`src/rtl/rps_round_controller.sv`:
```
// Rock-paper-scissors round sequencer: latches the user move, predicts a counter-move from
// learned move frequencies, drives two sprite draws over a req/done handshake, then scores.
module rps_round_controller #(
    parameter int unsigned SCORE_W   = 4,
    parameter int unsigned CNT_W     = 4,
    parameter logic [7:0]  LFSR_SEED = 8'hA5
) (
    input  logic               clock,
    input  logic               reset,
    input  logic               go,
    input  logic [1:0]         user_choice,
    input  logic               draw_done,
    output logic               draw_req,
    output logic               draw_player,
    output logic [1:0]         draw_choice,
    output logic [1:0]         comp_choice,
    output logic [1:0]         result,
    output logic [SCORE_W-1:0] user_score,
    output logic [SCORE_W-1:0] comp_score,
    output logic               busy
);

    localparam logic [1:0] MV_ROCK    = 2'b00;
    localparam logic [1:0] MV_SCISSOR = 2'b01;
    localparam logic [1:0] MV_PAPER   = 2'b10;
    localparam logic [1:0] MV_INVALID = 2'b11;

    localparam logic [1:0] RES_TIE  = 2'b00;
    localparam logic [1:0] RES_USER = 2'b01;
    localparam logic [1:0] RES_COMP = 2'b10;

    localparam logic [CNT_W-1:0]   CNT_MAX   = '1;
    localparam logic [SCORE_W-1:0] SCORE_MAX = '1;

    typedef enum logic [2:0] {
        S_IDLE,
        S_SAMPLE,
        S_DRAW_U,
        S_GAP,
        S_DRAW_C,
        S_SCORE
    } state_t;

    state_t state, state_nxt;

    logic [1:0]         user_move, user_move_nxt;
    logic [CNT_W-1:0]   cnt_rock, cnt_scissor, cnt_paper;
    logic [CNT_W-1:0]   cnt_rock_nxt, cnt_scissor_nxt, cnt_paper_nxt;
    logic [CNT_W-1:0]   cnt_rock_upd, cnt_scissor_upd, cnt_paper_upd;
    logic [CNT_W-1:0]   cnt_target;
    logic               cnt_halve;
    logic [7:0]         lfsr, lfsr_nxt;
    logic [1:0]         prediction;
    logic [1:0]         counter_move;
    logic               user_wins, comp_wins;

    logic               draw_req_nxt, draw_player_nxt, busy_nxt;
    logic [1:0]         draw_choice_nxt, comp_choice_nxt, result_nxt;
    logic [SCORE_W-1:0] user_score_nxt, comp_score_nxt;

    // Most frequent past move; rock > scissor > paper on a two-way tie, LFSR on a three-way tie
    always_comb begin
        prediction = MV_ROCK;
        if (cnt_rock == cnt_scissor && cnt_scissor == cnt_paper) begin
            prediction = (lfsr[1:0] == MV_INVALID) ? MV_ROCK : lfsr[1:0];
        end else if (cnt_rock >= cnt_scissor && cnt_rock >= cnt_paper) begin
            prediction = MV_ROCK;
        end else if (cnt_scissor >= cnt_paper) begin
            prediction = MV_SCISSOR;
        end else begin
            prediction = MV_PAPER;
        end

        case (prediction)
            MV_ROCK:    counter_move = MV_PAPER;
            MV_SCISSOR: counter_move = MV_ROCK;
            default:    counter_move = MV_SCISSOR;
        endcase
    end

    // Frequency update: halve everything when the target would overflow, then bump the target
    always_comb begin
        case (user_move)
            MV_SCISSOR: cnt_target = cnt_scissor;
            MV_PAPER:   cnt_target = cnt_paper;
            default:    cnt_target = cnt_rock;
        endcase
        cnt_halve       = (cnt_target == CNT_MAX);
        cnt_rock_upd    = cnt_halve ? (cnt_rock >> 1)    : cnt_rock;
        cnt_scissor_upd = cnt_halve ? (cnt_scissor >> 1) : cnt_scissor;
        cnt_paper_upd   = cnt_halve ? (cnt_paper >> 1)   : cnt_paper;
        case (user_move)
            MV_SCISSOR: cnt_scissor_upd = cnt_scissor_upd + CNT_W'(1);
            MV_PAPER:   cnt_paper_upd   = cnt_paper_upd + CNT_W'(1);
            default:    cnt_rock_upd    = cnt_rock_upd + CNT_W'(1);
        endcase
    end

    always_comb begin
        user_wins = (user_move == MV_ROCK    && comp_choice == MV_SCISSOR) ||
                    (user_move == MV_SCISSOR && comp_choice == MV_PAPER)   ||
                    (user_move == MV_PAPER   && comp_choice == MV_ROCK);
        comp_wins = !user_wins && (user_move != comp_choice);
    end

    // Next-state and next-output logic
    always_comb begin
        state_nxt       = state;
        user_move_nxt   = user_move;
        cnt_rock_nxt    = cnt_rock;
        cnt_scissor_nxt = cnt_scissor;
        cnt_paper_nxt   = cnt_paper;
        lfsr_nxt        = {lfsr[6:0], lfsr[7] ^ lfsr[5] ^ lfsr[4] ^ lfsr[3]};
        draw_player_nxt = draw_player;
        draw_choice_nxt = draw_choice;
        comp_choice_nxt = comp_choice;
        result_nxt      = result;
        user_score_nxt  = user_score;
        comp_score_nxt  = comp_score;

        case (state)
            S_IDLE: begin
                if (go && user_choice != MV_INVALID) begin
                    user_move_nxt = user_choice;
                    state_nxt     = S_SAMPLE;
                end
            end
            S_SAMPLE: begin
                comp_choice_nxt = counter_move;
                cnt_rock_nxt    = cnt_rock_upd;
                cnt_scissor_nxt = cnt_scissor_upd;
                cnt_paper_nxt   = cnt_paper_upd;
                draw_player_nxt = 1'b0;
                draw_choice_nxt = user_move;
                state_nxt       = S_DRAW_U;
            end
            S_DRAW_U: begin
                if (draw_done) state_nxt = S_GAP;
            end
            S_GAP: begin
                draw_player_nxt = 1'b1;
                draw_choice_nxt = comp_choice;
                state_nxt       = S_DRAW_C;
            end
            S_DRAW_C: begin
                if (draw_done) state_nxt = S_SCORE;
            end
            S_SCORE: begin
                if (user_wins) begin
                    result_nxt = RES_USER;
                    if (user_score != SCORE_MAX) user_score_nxt = user_score + SCORE_W'(1);
                end else if (comp_wins) begin
                    result_nxt = RES_COMP;
                    if (comp_score != SCORE_MAX) comp_score_nxt = comp_score + SCORE_W'(1);
                end else begin
                    result_nxt = RES_TIE;
                end
                state_nxt = S_IDLE;
            end
            default: state_nxt = S_IDLE;
        endcase

        draw_req_nxt = (state_nxt == S_DRAW_U) || (state_nxt == S_DRAW_C);
        busy_nxt     = (state_nxt != S_IDLE);
    end

    // State and registered outputs
    always_ff @(posedge clock) begin
        if (reset) begin
            state       <= S_IDLE;
            user_move   <= MV_ROCK;
            cnt_rock    <= '0;
            cnt_scissor <= '0;
            cnt_paper   <= '0;
            lfsr        <= LFSR_SEED;
            draw_req    <= 1'b0;
            draw_player <= 1'b0;
            draw_choice <= 2'b00;
            comp_choice <= 2'b00;
            result      <= RES_TIE;
            user_score  <= '0;
            comp_score  <= '0;
            busy        <= 1'b0;
        end else begin
            state       <= state_nxt;
            user_move   <= user_move_nxt;
            cnt_rock    <= cnt_rock_nxt;
            cnt_scissor <= cnt_scissor_nxt;
            cnt_paper   <= cnt_paper_nxt;
            lfsr        <= lfsr_nxt;
            draw_req    <= draw_req_nxt;
            draw_player <= draw_player_nxt;
            draw_choice <= draw_choice_nxt;
            comp_choice <= comp_choice_nxt;
            result      <= result_nxt;
            user_score  <= user_score_nxt;
            comp_score  <= comp_score_nxt;
            busy        <= busy_nxt;
        end
    end

endmodule
```
`config.mk`:
```
export PLATFORM = sky130hd
export DESIGN_NAME = rps_round_controller
export DESIGN_NICKNAME = d
export VERILOG_FILES = /design/src/rtl/rps_round_controller.sv
export SDC_FILE = /design/constraint.sdc
export NUM_CORES = 1
export LEC_CHECK = 0
export ABC_CLOCK_PERIOD_IN_PS = 3000
export CORE_ASPECT_RATIO = 1.2
export CORE_UTILIZATION = 45
export DETAILED_ROUTE_END_ITERATION = 8
export PLACE_DENSITY = 0.65
export SKIP_LAST_GASP = 1
export SYNTH_ARGS = -nofsm -noshare
export SYNTH_HDL_FRONTEND = slang
export SYNTH_SLANG_ARGS = --single-unit
```
`constraint.sdc`:
```
create_clock -name clock -period 3 [get_ports clock]
set_input_delay 0.3 -clock clock [delete_from_list [all_inputs] [get_ports clock]]
set_output_delay 0.3 -clock clock [all_outputs]
set_load 0.01 [all_outputs]
```
==> key figures <==
Synthesis
  • Post-synthesis average cell area: approximately 8.5 um^2
  • Main combinational cell family by area after synthesis: simple AND/OR/NAND/NOR gates
  • Post-synth cell types: 48
  • Compound-gate portion of the synthesized area: between 20 and 25%
  • Post-Syn Area: approximately 0.0025 mm^2
  • Mux contribution to synthesized area: between 2 and 3%
  • Post-Synth Simple-Gate Area: 22.49%
  • Synth Flop Type: dfxtp_1
  • Async SR Flop Fraction: 0%
  • Synth Area in XOR/XNOR: under 10%
  • Synth Area in Adders: under 10%
  • Synth Instances: slightly below 300
  • Synthesized net count: about 310
  • Sequential-to-total area share from yosys stat: about a third
  • Warnings from Yosys: 0
  • EDFF count, synth: 0
  • Register bit count reported by yosys: 42

Floorplanning
  • Core Rows: 29
  • Starting density of the core: a little under half
  • # IOs: 23
  • Chip height: a little over 80 um
  • Die Area: roughly 0.0058 mm^2
  • Core Area: 0.005261 mm^2
  • Die width: between 60 and 70 um

Timing
  • # setup viols final: 0
  • Max-slew violation count: 0
  • Slew HR: 43.12%
  • Tightest Pin Transition: roughly 850 ps
  • Peak Freq: 378.4 MHz
  • Final count of hold timing violations: 0
  • Tcrit/Tclk final: 88.09%
  • Min Tclk post-route: approximately 2600 ps
  • RSZ-0062 raised after global routing: no
  • Aggregate negative setup slack: 0 ps
  • Skew final: around 7.4 ps

Clock network
  • # resized after CTS: 0
  • Reg clk slew, reported paths: ~80 ps
  • TritonCTS clock tree: done
  • TritonCTS buffer count: 5
  • Clk sinks: 42
  • H-tree levels: 2
  • Setup Buffers After CTS: 0
  • Max clock buf depth: 2
  • Root Driver: clkbuf_8
  • Clock Latency Late Sink: approximately 300 ps
  • Hold_buf cts: 0

Detailed routing
  • Vias per cell: roughly 5.5
  • Starting DRT DRC Count: roughly 170
  • DRT Pass-1 Iters: 4
  • Remaining DRCs: 0
  • Total number of vias: between 2000 and 2500
  • DRT Wirelength: between 5000 and 6000 um
  • ANT nets after route: 0
  • Drt wl/cell: approximately 14 um

Setup path
  • Req. time, crit path: roughly 3100 ps
  • Critical path buffers and inverters: 0
  • Worst Reg-to-Reg Cells: 7
  • CP top delay family: compound AO/OA/AOI/OAI gates
  • Crit path kind: flip-flop to flip-flop
  • Reg-to-reg endpoint: cnt_scissor[0]
  • Crit-path max cell delay: 500 ps
  • Reg2reg start: user_move[0]
  • FF-to-FF setup slack: 360 ps
  • Crit. End Element: flip-flop
  • WP data arrival: between 2000 and 3000 ps
  • Crit-path cells: ha_1 > a22oi_1 > nor3b_4 > a21boi_2 > and2_1 > a2111oi_0 > a2111oi_1
  • Setup crit start kind: flip-flop
  • Crit path max fanout: 15
  • Slowest CP cell: ha_1

Final layout
  • Fillers: 486
  • Sequential cell area: 840.8 um^2
  • Diodes inserted: 0
  • Commonest non-fill, non-tap cells in the layout: dfxtp_1 (42), nor2_1 (35), a21oi_1 (24), clkdlybuf4s50_1 (22), ha_1 (17)
  • Nets: 329
  • Most common cell after layout, fill and taps aside: dfxtp_1
  • Layout cell share with drive strength beyond 1: 6.840%
  • Area of the multi-input gates: 0.001468 mm^2
  • Final core occ: between 50% and 60%
  • Area grow syn2layout: 13.67%

GRT
  • First-pass GRT wire length: slightly below 9000 um
  • Grt total ovfl: 0
  • GR Util All Layers: 19.06%
  • Vias in the first global route: around 1900
  • Antenna violations before repair: 0
  • Pin count of the biggest net entering global routing: 24

Power and ir drop
  • Register share of total power: between 50% and 60%
  • Leakage: between 1 and 1.5 nW
  • Switching Fraction: between 20 and 30%
  • Int Power: between 0.8 and 0.9 mW
  • Net Sw Power: 0.3488 mW
  • Pwr dens: around 440 mW/mm^2
  • Peak supply drop: ~0.00023 V
  • Power share of the clock group: 32.4%
  • Logic pwr share: 16.9%

Hold path
  • HP Class: flip-flop to flip-flop
  • Worst hold path startpoint: lfsr[6]
  • Worst Hold Depth: 1
  • Hold EP: lfsr[7]

Placement
  • Port Buf Inserts: 22
  • Dpl hpwl: 3657 um
  • Routability congestion estimate from global placement: 0.7944

Flow run
  • Max-cap violations: 0

Status
  • Run status: finished clean
[cell type report]
cell class | count | area share (%)
flip-flops and latches | 42 | 30.15
repair buffers | 26 | 9.421
clock inverters | 1 | 0.3140
clock buffers | 7 | 3.096
multi-input cells | 219 | 52.62
well taps | 62 | 2.782
inverters | 12 | 1.615
[synthesized netlist by cell type (2+ instances only)]
cell | instances | share of area [%]
nand3b_1 | 4 | 1.2
buf_2 | 2 | 0.41
nor2b_1 | 7 | 1.8
nand2_1 | 16 | 2.4
o21ai_0 | 8 | 1.6
buf_6 | 2 | 0.92
clkbuf_1 | 7 | 1.1
nor3_1 | 8 | 1.6
o221ai_1 | 2 | 0.71
a211oi_1 | 4 | 1.2
a21oi_1 | 24 | 4.9
mux2i_1 | 7 | 2.9
nor4_1 | 3 | 0.76
xnor2_1 | 7 | 2.5
buf_4 | 5 | 1.5
a311oi_2 | 2 | 1.2
a211o_1 | 2 | 0.71
dfxtp_1 | 42 | 34
o22ai_1 | 2 | 0.51
nand4_1 | 4 | 1.0
nand3_1 | 6 | 1.2
a2111oi_1 | 2 | 0.82
o21a_1 | 3 | 0.92
a31oi_1 | 7 | 1.8
a22oi_1 | 2 | 0.61
xor2_1 | 8 | 2.9
ha_1 | 17 | 8.7
and2_1 | 3 | 0.76
nand2b_1 | 12 | 3.1
a21o_1 | 7 | 2.1
nor2_1 | 35 | 5.4
inv_1 | 12 | 1.8
or2_2 | 3 | 0.76
[per-layer routing]
| layer | GRT usage [%] | share of wire (%) | vias up |
|---|---|---|---|
| li1 | - | - | 1047 |
| met1 | 23.50 | 46 | 937 |
| met2 | 31.07 | 48 | 44 |
| met3 | 4.369 | 3.6 | 9 |
| met4 | 9.276 | 2.1 | 0 |
| met5 | 0 | 0 | - |
[how the worst max path moves through the flow]
| stage | start | end | slack, ps | cells after the start |
|---|---|---|---|---|
| 5_1_grt | user_move[0] | cnt_scissor[0] | 120 | 7 |
| 4_1_cts | user_move[1] | cnt_scissor[0] | 390 | 8 |
| 3_5_place_dp | user_move[1] | cnt_scissor[0] | 430 | 8 |
| 3_3_place_gp | user_move[1] | cnt_paper[0] | 520 | 8 |
| 2_1_floorplan | user_move[0] | cnt_paper[2] | 840 | 10 |
| 6_report | user_move[0] | cnt_scissor[0] | 360 | 7 |
[stage by stage]
step                instances  area, um^2  hold WS [ps]  worst slack, ps  power, mW
CTS                       369        2789         418.5            388.4      1.240
global route              369        2789         436.2            118.3      1.287
finish                    369        2789         415.6            357.3      1.226
floorplan                 290        2454         389.5            838.3     0.7794
detailed placement        361        2694         396.7            426.9     0.8427
global placement          361        2694         393.7            520.5     0.8417
[registers in the layout, indices dropped and copies added, names as in the netlist]
| register | flops |
|---|---|
| lfsr | 8 |
| cnt_paper | 4 |
| cnt_rock | 4 |
| cnt_scissor | 4 |
| comp_score | 4 |
| user_score | 4 |
| state | 3 |
| comp_choice | 2 |
| draw_choice | 2 |
| result | 2 |
| user_move | 2 |
| busy | 1 |
| draw_player | 1 |
| draw_req | 1 |
[cells by family after synthesis]
family,after synthesis
and+or+nand+nor,107
AOI/OAI and AO/OA,73
DFF,42
buffers and inverters,29
adders and majority gates,17
xor gates and xnor gates,15
muxes,7
[power by group through the flow]
stage | logic, mW | clock network (mW) | registers [mW]
floorplan | 0.154 | 0 | 0.626
global placement | 0.208 | 0 | 0.634
detailed placement | 0.208 | 0 | 0.635
CTS | 0.210 | 0.409 | 0.622
global route | 0.231 | 0.427 | 0.628
finish | 0.207 | 0.397 | 0.622
[worst reg2reg max path, stage by stage (launching register included)]
cell and delay, ps:
dfxtp_1 430, ha_1 500, a22oi_1 210, nor3b_4 320, a21boi_2 220, and2_1 230
a2111oi_0 450, a2111oi_1 120
No activity file was read; power rests on OpenSTA's default activity.
